### config.mk
export PLATFORM = sky130hd
export DESIGN_NAME = weight_fetch_seq
export DESIGN_NICKNAME = d
export VERILOG_FILES = /design/src/rtl/wfetch_pkg.sv /design/src/rtl/weight_fetch_seq_raster_addr_cnt.sv /design/src/rtl/weight_fetch_seq.sv
export SDC_FILE = /design/constraint.sdc
export NUM_CORES = 1
export LEC_CHECK = 0
export ABC_AREA = 1
export CORE_ASPECT_RATIO = 0.75
export CORE_UTILIZATION = 49
export DETAILED_ROUTE_END_ITERATION = 6
export PLACE_DENSITY = 0.83
export SLEW_MARGIN = 20
export SYNTH_ARGS = -nofsm -noshare
export SYNTH_HDL_FRONTEND = slang
export SYNTH_SLANG_ARGS = --single-unit
### constraint.sdc
create_clock -name clk -period 4.5 [get_ports clk]
set_clock_uncertainty 0.15 [all_clocks]
set_input_delay 0.45 -clock clk [delete_from_list [all_inputs] [get_ports clk]]
set_output_delay 0.45 -clock clk [all_outputs]
set_load 0.005 [all_outputs]
### src/rtl/wfetch_pkg.sv
// Shared types and default dimensions for the weight fetch sequencer and the weight buffer.
package wfetch_pkg;

    localparam int DEF_ROWS   = 64;
    localparam int DEF_COLS   = 64;
    localparam int DEF_NUM_CH = 10;
    localparam int DEF_W      = 32;
    localparam int DEF_A      = 12;

    typedef enum logic [1:0] {
        IDLE  = 2'd0,
        RUN   = 2'd1,
        DRAIN = 2'd2
    } state_t;

endpackage

### src/rtl/weight_fetch_seq_raster_addr_cnt.sv
// Row-major raster counter over a ROWS x COLS tile, with column-end and tile-end flags.
module raster_addr_cnt
    import wfetch_pkg::*;
#(
    parameter int ROWS = DEF_ROWS,
    parameter int COLS = DEF_COLS,
    parameter int A    = DEF_A
) (
    input  logic         clk,
    input  logic         rst_n,
    input  logic         clr,
    input  logic         en,
    output logic [A-1:0] row,
    output logic [A-1:0] col,
    output logic         row_end,
    output logic         last
);

    localparam logic [A-1:0] ROW_MAX = A'(ROWS - 1);
    localparam logic [A-1:0] COL_MAX = A'(COLS - 1);

    assign row_end = (col == COL_MAX);
    assign last    = row_end && (row == ROW_MAX);

    // Column innermost; the row also wraps after the final word so a full tile never overflows.
    always_ff @(posedge clk or negedge rst_n) begin
        if (!rst_n) begin
            row <= {A{1'b0}};
            col <= {A{1'b0}};
        end else if (clr) begin
            row <= {A{1'b0}};
            col <= {A{1'b0}};
        end else if (en) begin
            if (row_end) begin
                col <= {A{1'b0}};
                row <= last ? {A{1'b0}} : row + A'(1);
            end else begin
                col <= col + A'(1);
            end
        end else begin
            row <= row;
            col <= col;
        end
    end

endmodule

### src/rtl/weight_fetch_seq.sv
// Walks one weight-buffer channel in raster order and streams each word over valid/ready.
module weight_fetch_seq
    import wfetch_pkg::*;
#(
    parameter int ROWS   = DEF_ROWS,
    parameter int COLS   = DEF_COLS,
    parameter int NUM_CH = DEF_NUM_CH,
    parameter int W      = DEF_W,
    parameter int A      = DEF_A
) (
    input  logic         clk,
    input  logic         rst_n,
    input  logic         start,
    input  logic [A-1:0] ch_sel,
    output logic         busy,
    output logic         done,
    output logic         err,
    output logic [A-1:0] rom_ch,
    output logic [A-1:0] rom_row,
    output logic [A-1:0] rom_col,
    input  logic [W-1:0] rom_data,
    output logic [W-1:0] w_data,
    output logic         w_valid,
    input  logic         w_ready,
    output logic         w_row_end,
    output logic         w_last
);

    // One extra bit so NUM_CH == 2**A still compares correctly.
    localparam logic [A:0] NUM_CH_W = (A+1)'(NUM_CH);

    state_t state_r;
    logic   ch_ok_s;
    logic   accept_s;
    logic   cap_s;
    logic   hs_s;
    logic   cnt_row_end_s;
    logic   cnt_last_s;

    // Decode of start acceptance, output-register capture and handshake.
    always_comb begin
        ch_ok_s  = ({1'b0, ch_sel} < NUM_CH_W);
        hs_s     = w_valid && w_ready;
        accept_s = 1'b0;
        cap_s    = 1'b0;
        if (state_r == IDLE) begin
            accept_s = start && ch_ok_s;
        end else if (state_r == RUN) begin
            cap_s = !w_valid || w_ready;
        end else begin
            accept_s = 1'b0;
            cap_s    = 1'b0;
        end
    end

    raster_addr_cnt #(
        .ROWS (ROWS),
        .COLS (COLS),
        .A    (A)
    ) u_cnt (
        .clk     (clk),
        .rst_n   (rst_n),
        .clr     (accept_s),
        .en      (cap_s),
        .row     (rom_row),
        .col     (rom_col),
        .row_end (cnt_row_end_s),
        .last    (cnt_last_s)
    );

    // Control FSM together with the channel latch and the output beat register.
    always_ff @(posedge clk or negedge rst_n) begin
        if (!rst_n) begin
            state_r   <= IDLE;
            busy      <= 1'b0;
            done      <= 1'b0;
            err       <= 1'b0;
            rom_ch    <= {A{1'b0}};
            w_data    <= {W{1'b0}};
            w_valid   <= 1'b0;
            w_row_end <= 1'b0;
            w_last    <= 1'b0;
        end else begin
            done <= 1'b0;
            case (state_r)
                IDLE: begin
                    if (accept_s) begin
                        rom_ch  <= ch_sel;
                        err     <= 1'b0;
                        busy    <= 1'b1;
                        state_r <= RUN;
                    end else if (start) begin
                        err  <= 1'b1;
                        done <= 1'b1;
                    end else begin
                        state_r <= IDLE;
                    end
                end
                RUN: begin
                    if (cap_s) begin
                        w_data    <= rom_data;
                        w_row_end <= cnt_row_end_s;
                        w_last    <= cnt_last_s;
                        w_valid   <= 1'b1;
                        if (cnt_last_s) begin
                            state_r <= DRAIN;
                        end else begin
                            state_r <= RUN;
                        end
                    end else begin
                        state_r <= RUN;
                    end
                end
                DRAIN: begin
                    if (hs_s) begin
                        w_valid <= 1'b0;
                        busy    <= 1'b0;
                        done    <= 1'b1;
                        state_r <= IDLE;
                    end else begin
                        state_r <= DRAIN;
                    end
                end
                default: begin
                    state_r <= IDLE;
                    busy    <= 1'b0;
                    w_valid <= 1'b0;
                end
            endcase
        end
    end

endmodule

==> impl_metrics.csv <==
group,metric,value,unit
detailed_routing,via_count,3449,
global_route,grt_start_max_net_pins,77,
sta,slew_viol_final,0,
worst_setup_path,cp.required,4.57,ns
sta,rsz0062_at_grt,"false",
clocking,post-cts-setup-buffers,0,
worst_setup_path,startpoint_type,"input port",
place,io_buffers,121,
finish,layout-drive-gt1-share,5.98,%
finish,final_common_cell,"nand2_1",
detailed_routing,drt_wl_total,9.30,mm
floorplan,die_height,76.5,um
synth,yosysTopAreaCell,"dfrtp_1",
worst_setup_path,crit_start,"start",
power_and_ir_drop,p_per_area,312,nW/um2
power_and_ir_drop,power_switching,425,uW
clocking,cts_sinks,76,
worst_setup_path,worstPathArrival,2.51,ns
power_and_ir_drop,peakVddDrop,0.000188,V
sta,fmax,0.410,GHz
global_route,overflow,0,
place,gp_congestion,0.850,
finish,final_cell_mix,"nand2_1, clkdlybuf4s50_1, dfrtp_1",
global_route,grtUsageMet3,11.1,%
detailed_routing,drtIter0Drc,287,
status,status,"completed",
finish,postLayoutCoreUtil,73.2,%
finish,nNetsFinal,647,
detailed_routing,drt-wirelength-per-cell,13.3,um
global_route,grt_usage,26.8,%
clocking,clkLatencyLatePin,0.35,ns
synth,seq_area_frac_synth,52.5,%
synth,netlist_top_cells_area,"dfrtp_1, nand2_1, inv_1",
min_path,hp-class,"input port to asynchronous set/reset pin",
synth,ys_warn_count,0,
worst_setup_path,crit-reg2reg-launch,"state_r[0]",
power_and_ir_drop,power,1.60,mW
synth,synth-main-ff-cell,"dfrtp_1",
finish,design_area,5120,um2
finish,syn_to_final_growth,41.4,%
synth,synth.avg_cell_area,7.63,um2
place,placed_cell_area,4910,um2
synth,async_flop_share,100,%
clocking,clockBufferDepth,2,
sta,setup-tns-final,0,ns
power_and_ir_drop,p_int,1.17,mW
synth,ys_seq_elements,76,
sta,hold_viol,0,
clocking,cts-root-buf,"clkbuf_8",
global_route,grt.busiest_layer,"met2",
power_and_ir_drop,switching_share,26.6,%
synth,synth_cells,475,
sta,finalWorstPathRequiredPeriod,2.44,ns
clocking,cts_tree,"yes",
floorplan,pin_count,122,
sta,setup_viol,0,
clocking,cts_hold_buf,0,
finish,diodes,0,
detailed_routing,drt_first_pass_iters,5,
floorplan,initial_core_util,51.8,%
global_route,grt_pass1_vias,3411,
power_and_ir_drop,pwr-share-seq,49.3,%
floorplan,die-area,7740,um2
clocking,cts-resized-gates,0,
sta,period_share,54.2,%
synth,synth-edff-count,0,
detailed_routing,route.detailed.drc,0,
job,maxCapViolations,0,
worst_setup_path,endpoint_kind,"register",
synth,synth.cell_area,3620,um2
synth,yosysUniqueCellTypes,25,
power_and_ir_drop,p_leak,2.59,nW
synth,synth_nets,525,
detailed_routing,detail-route-antenna-nets,0,
global_route,grt_pass1_wl,16.2,mm
worst_setup_path,critical_path_class,"input port to register",
clocking,htreeDepth,3,
detailed_routing,avgViaCountPerCell,4.93,
global_route,grtUsageMet1,36.3,%
power_and_ir_drop,p_clk_share,33.6,%
global_route,use_met2,39.9,%
floorplan,num_rows,26,
place,detailed_place_hpwl,6.66,mm
worst_setup_path,cp_max_fo,22,
power_and_ir_drop,p_comb_share,17.1,%
sta,tightest_slew,0.930,ns
floorplan,die_w,101,um
synth,synth_top_cell_area_share,52.5,%
clocking,clk_pin_slew,0.08,ns
global_route,antenna_found_initial,0,
sta,max-slew-margin-rel,38.0,%
clocking,cts_buffers,9,
floorplan,core,6990,um2
[logic make-up (layout without fill, tap and decap cells)]
kind of cell | after synthesis | after routing | share of synthesized area, %
AOI/OAI and AO/OA | 29 | 29 | 4.97
buffers and inverters | 63 | 190 | 6.77
xor gates and xnor gates | 4 | 4 | 0.967
adders and majority gates | 2 | 2 | 0.691
and+or+nand+nor | 301 | 301 | 34.1
DFF | 76 | 76 | 52.5
[metrics by stage]
step	hold WS [ns]	setup slack, ns	std cells
after floorplan	0.00441	2.89	475
after global placement	0.300	1.82	684
after detailed placement	0.303	1.70	684
after CTS	0.125	2.09	700
after global routing	0.162	1.81	700
final	0.0915	2.06	700
[power by group through the flow]
stage / sequential (mW) / combinational [mW] / clock [mW]
floorplan: 0.790 / 0.0961 / 0
global placement: 0.798 / 0.268 / 0
detailed placement: 0.795 / 0.277 / 0
CTS: 0.787 / 0.277 / 0.551
global route: 0.794 / 0.307 / 0.581
finish: 0.788 / 0.273 / 0.537
[state kept, by name (all words and copies together), names as in the netlist]
signal,cells
w_valid,1
u_cnt.row,12
w_last,1
u_cnt.col,12
busy,1
rom_ch,12
w_row_end,1
state_r,2
done,1
err,1
w_data,32
[Yosys cell counts (2+ instances only)]
library cell,count
nand2_1,216
dfrtp_1,76
inv_1,47
nor2_1,35
nand3_1,24
o21ai_0,14
nand4_1,13
buf_2,7
inv_2,5
nor2_2,5
o211ai_1,5
clkbuf_1,4
xor2_1,4
nand2_2,3
o21ai_1,3
a21oi_1,2
ha_1,2
nor3_1,2
o21bai_1,2
[critical path, stage by stage]
cell,delay (ns)
clkdlybuf4s50_1,0.56
nand2_1,0.08
nor2_1,0.10
nand3_1,0.62
nand2_2,0.41
inv_2,0.12
nand2_1,0.08
o21ai_1,0.07
[worst paths after layout]
| kind | endpoint | depth (start not counted) | slack, ns |
|---|---|---|---|
| min in group clk | rom_ch[10] | 2 | 0.32 |
| max in group asynchronous | w_data[3] | 1 | 3.50 |
| worst min register to register | rom_ch[10] | 2 | 0.32 |
| worst min-delay path | u_cnt.row[10] | 1 | 0.09 |
| worst max register to register | u_cnt.col[9] | 6 | 2.17 |
| worst max-delay path | u_cnt.col[9] | 8 | 2.06 |
[per-layer routing]
metal | up-vias | wire length [um]
met4 | 0 | 107
met5 | - | 0
li1 | 1712 | -
met3 | 12 | 922
met1 | 1573 | 4110
met2 | 152 | 4160
[area by class of cell]
class	count	area, um2
inverter	52	195
timing repair buffer	122	1220
fill	515	1870
sequential	76	1900
tap	98	123
clock buffer	11	151
multi-input combinational	336	1480
clock inverter	5	58.8
Note: power is estimated with default switching activity, not from simulation.
